**src/rtl/ysyx_220053_pkg.sv**
```systemverilog
// Shared constants and payload types for the ysyx_220053 core front end.
package ysyx_220053_pkg;

    localparam int unsigned XLEN     = 64;
    localparam int unsigned ILEN     = 32;
    localparam int unsigned IQ_DEPTH = 4;

    localparam logic [XLEN-1:0] RESET_PC = 64'h8000_0000;

    // One fetch-to-decode queue entry at the default widths.
    typedef struct packed {
        logic [XLEN-1:0] pc;
        logic [ILEN-1:0] instr;
    } iq_entry_t;

endpackage

```
**src/rtl/ysyx_220053_iq_mem.sv**
```systemverilog
// Register-array storage for the IF/ID queue: one write port, one async read port.
module ysyx_220053_iq_mem #(
    parameter int unsigned DEPTH = 4,
    parameter int unsigned WIDTH = 96
) (
    input  logic                     clk,
    input  logic                     wr_en,
    input  logic [$clog2(DEPTH)-1:0] wr_addr,
    input  logic [WIDTH-1:0]         wr_data,
    input  logic [$clog2(DEPTH)-1:0] rd_addr,
    output logic [WIDTH-1:0]         rd_data
);

    logic [WIDTH-1:0] mem [DEPTH];

    // Payload needs no reset; validity is tracked by the owner's count.
    always_ff @(posedge clk) begin
        if (wr_en) begin
            mem[wr_addr] <= wr_data;
        end
    end

    assign rd_data = mem[rd_addr];

endmodule

```
**src/rtl/ysyx_220053_if_id_queue.sv**
```systemverilog
// Fetch-to-decode instruction queue with flush; head is presented from storage registers.
module ysyx_220053_if_id_queue
    import ysyx_220053_pkg::*;
#(
    parameter int unsigned XLEN  = ysyx_220053_pkg::XLEN,
    parameter int unsigned DEPTH = ysyx_220053_pkg::IQ_DEPTH
) (
    input  logic                       clk,
    input  logic                       rst,
    input  logic                       in_valid,
    output logic                       in_ready,
    input  logic [XLEN-1:0]            in_pc,
    input  logic [ILEN-1:0]            in_instr,
    output logic                       out_valid,
    input  logic                       out_ready,
    output logic [XLEN-1:0]            out_pc,
    output logic [ILEN-1:0]            out_instr,
    input  logic                       flush,
    output logic [$clog2(DEPTH):0]     count
);

    localparam int unsigned AW = $clog2(DEPTH);
    localparam int unsigned CW = AW + 1;
    localparam int unsigned EW = XLEN + ILEN;

    logic [AW-1:0] rd_ptr;
    logic [AW-1:0] wr_ptr;
    logic [CW-1:0] count_q;
    logic          do_enq;
    logic          do_deq;
    logic [EW-1:0] rd_data;

    // Full/empty come only from the count register, never from out_ready.
    assign in_ready  = (count_q != CW'(DEPTH));
    assign out_valid = (count_q != CW'(0));
    assign count     = count_q;

    assign do_enq = in_valid && in_ready && !flush;
    assign do_deq = out_valid && out_ready && !flush;

    always_ff @(posedge clk or negedge rst) begin
        if (!rst) begin
            rd_ptr  <= '0;
            wr_ptr  <= '0;
            count_q <= '0;
        end else if (flush) begin
            rd_ptr  <= '0;
            wr_ptr  <= '0;
            count_q <= '0;
        end else begin
            if (do_enq) begin
                wr_ptr <= wr_ptr + AW'(1);
            end
            if (do_deq) begin
                rd_ptr <= rd_ptr + AW'(1);
            end
            case ({do_enq, do_deq})
                2'b10:   count_q <= count_q + CW'(1);
                2'b01:   count_q <= count_q - CW'(1);
                default: count_q <= count_q;
            endcase
        end
    end

    ysyx_220053_iq_mem #(
        .DEPTH (DEPTH),
        .WIDTH (EW)
    ) u_mem (
        .clk     (clk),
        .wr_en   (do_enq),
        .wr_addr (wr_ptr),
        .wr_data ({in_pc, in_instr}),
        .rd_addr (rd_ptr),
        .rd_data (rd_data)
    );

    assign out_pc    = rd_data[EW-1:ILEN];
    assign out_instr = rd_data[ILEN-1:0];

endmodule

```
**config.mk**
```make
export PLATFORM = sky130hd
export DESIGN_NAME = ysyx_220053_if_id_queue
export DESIGN_NICKNAME = d
export VERILOG_FILES = /design/src/rtl/ysyx_220053_pkg.sv /design/src/rtl/ysyx_220053_iq_mem.sv /design/src/rtl/ysyx_220053_if_id_queue.sv
export SDC_FILE = /design/constraint.sdc
export NUM_CORES = 1
export LEC_CHECK = 0
export CORE_MARGIN = 4
export CORE_UTILIZATION = 45
export DETAILED_ROUTE_END_ITERATION = 6
export PLACE_DENSITY = 0.68
export SYNTH_ARGS = -nofsm -noshare
export SYNTH_HDL_FRONTEND = slang
export SYNTH_SLANG_ARGS = --single-unit
```
**constraint.sdc**
```tcl
create_clock -name clk -period 4.4 [get_ports clk]
set_input_delay 0.44 -clock clk [delete_from_list [all_inputs] [get_ports clk]]
set_output_delay 0.44 -clock clk [all_outputs]
set_load 0.03 [all_outputs]
```
==> metrics.txt <==
met3 Track Usage GR 4.27%; Worst-path clk slew 60 ps; Final TNS setup 0 ps; Crit Path Category reg -> out; P_leak 5.72 nW; Final nets 903; post-route antenna net violation count 0; Mapped Cells 570; worst hold path type in -> async; post-route insts no fill 1,229; Post-CTS Setup Bufs 0; fillers 2,294; Worst Skew 12.2 ps; max cap viols 0; gr ovfl total 0; hold_buf cts 0; Skew-Pair Late Insertion Delay 520 ps; cts bufs inserted 39; peak fanout along the critical path 61; die width 187 um; Ys Warns 0; vias in the first global route 7,371; critical path endpoint category primary output; initial antenna violation count 1; Worst VDD drop 0.400 mV; Reg2Reg Depth 4; Rel. slew slack 37.1%; commonest non-fill, non-tap cell in the layout edfxtp_1; total die area 34,900 um^2; Worst Path Arrival 2960 ps; Final Hold Fails 0; routed len/inst 23.1 um; DR vias/cell 5.39; # DRC 0; M1 GR Usage 20.8%; GR peak layer met2; Core ar. 31,600 um^2; Initial DRC Count 448; status finished, final reports clean; layout cells sized above 1 20.9%; Post-DP HPWL 17.9 mm; CTS tree built; placed insts 1,158; CTS Sinks 391; overall via count from detail_route 6,619; RSZ-0062 raised after global routing no; cell taking the most area after synthesis edfxtp_1; Worst setup SP type flop; RePlAce Congestion 0.798; most frequent cells in the layout edfxtp_1 (384), clkdlybuf4s50_1 (201), mux4_2 (96); M2 GR Usage 28.3%; Layout area overhead 26.6%; Placement Rows 65; CTS H-tree lvls 2; CTS Buffer Depth 3; Tcrit/Tclk final 77.3%; starting density of the core 45.6%; post-cts repair resize count 0; power per standard cell area 489 nW/um^2; Mapped Area 14,400 um^2; sequential cell area fraction in the yosys report 81.3%; I/O pin count 202; flops & latches, synth 391; Worst-Margin Slew 943 ps; Total GRT Usage 16.2%; Syn Nets 676; largest net degree at the start of global routing 62; fmax 294 MHz; data required time of the worst path 3960 ps; Setup violations, final 0; Root Buffer clkbuf_16; DR pass1 iterations 4; diode count 0; Final Max Tran Viols 0; die height 187 um; mean post-synth cell area 25.3 um^2; first-pass GRT wire length 44.0 mm; Final Critical Period 3400 ps; IO Port Bufs 201; Routed WL 28.4 mm; dominant cells by area after synthesis edfxtp_1 (80%), mux4_2 (15%), dfrtp_1 (1.2%); Synth top area share 80.1%; Yosys cell types 33
## logic make-up after synthesis
logic type	after synthesis	synth area share, %
DFF	391	81.3
muxes	96	15.0
buffers and inverters	33	1.29
and+or+nand+nor	25	1.01
AOI/OAI and AO/OA	17	0.747
adders and majority gates	5	0.487
xor gates and xnor gates	3	0.182
## per-stage QoR
stage,worst slack (ps),power [W],utilization [%],cell area [um^2],hold WS (ps)
final,999,0.00892,57.8,18200,205
after detailed placement,1090,0.00568,53.6,16900,599
after floorplan,720,0.00513,-,14400,144
after CTS,911,0.00903,57.8,18200,189
after global placement,1300,0.00565,53.6,16900,574
after global routing,776,0.00925,57.8,18200,216
## layout make-up
class / instances / area (um^2) / share of cell area, %
Clock buffer: 46 / 1020 / 5.61
Clock inverter: 25 / 287 / 1.57
Inverter: 5 / 18.8 / 0.103
Multi-Input combinational cell: 146 / 2520 / 13.8
Sequential cell: 391 / 11700 / 64.2
Tap cell: 402 / 503 / 2.76
Timing Repair Buffer: 214 / 2170 / 11.9
## per-layer routing
| metal | wire length (um) | up-vias |
|---|---|---|
| met5 | 7 | - |
| met4 | 418 | 2 |
| met3 | 1890 | 36 |
| met2 | 15000 | 202 |
| met1 | 11100 | 3480 |
| li1 | - | 2899 |
## cell usage after synthesis
| cell | number |
|---|---|
| a2111oi_0 | 1 |
| o21ai_0 | 2 |
| buf_1 | 1 |
| o22ai_1 | 2 |
| nand2b_1 | 4 |
| nor3b_1 | 2 |
| buf_6 | 3 |
| dfrtp_1 | 7 |
| edfxtp_1 | 384 |
| a211oi_1 | 1 |
| clkbuf_1 | 7 |
| nor2_1 | 4 |
| a221oi_1 | 1 |
| a21oi_1 | 6 |
| and2_1 | 5 |
| mux4_2 | 96 |
| or3_1 | 2 |
| ha_1 | 4 |
| a22oi_1 | 1 |
| nor4_1 | 1 |
| buf_4 | 1 |
| a31oi_1 | 1 |
| o31ai_1 | 1 |
| xor2_1 | 2 |
| nor3_1 | 2 |
| fa_1 | 1 |
| inv_1 | 5 |
| o311ai_0 | 1 |
| buf_12 | 1 |
| nand3b_1 | 2 |
| xnor2_1 | 1 |
| buf_2 | 15 |
| nand3_1 | 3 |
## power by group
group / leakage [nW] / internal (W) / switching [W]
Combinational: 1.51 / 0.000614 / 0.000679
Sequential: 3.58 / 0.00421 / 0.0000738
Clock: 0.639 / 0.00202 / 0.00132
Total: 5.72 / 0.00685 / 0.00207
## final timing paths
check	start	endpoint	slack, ps
setup reg to reg	count[0]$_DFFE_PN0P_	u_mem.mem[3][50]$_DFFE_PP_	1700
hold / removal	rst	count[2]$_DFFE_PN0P_	210
min in group clk	in_instr[10]	u_mem.mem[3][10]$_DFFE_PP_	550
hold reg to reg	wr_ptr[1]$_DFFE_PN0P_	wr_ptr[1]$_DFFE_PN0P_	620
max in group asynchronous	rst	rd_ptr[0]$_DFFE_PN0P_	3900
setup / recovery	rd_ptr[1]$_DFFE_PN0P_	out_pc[58]	1000
## critical path: stages (launching register included)
cell	delay, ps
dfrtp_4	1030
buf_12	340
mux4_2	380
clkdlybuf4s50_1	640
## state kept, by name, summed over array words and instances, names as in the netlist
name / count
u_mem.mem: 384
count: 3
wr_ptr: 2
rd_ptr: 2
Power figures use the tool's default switching activity.
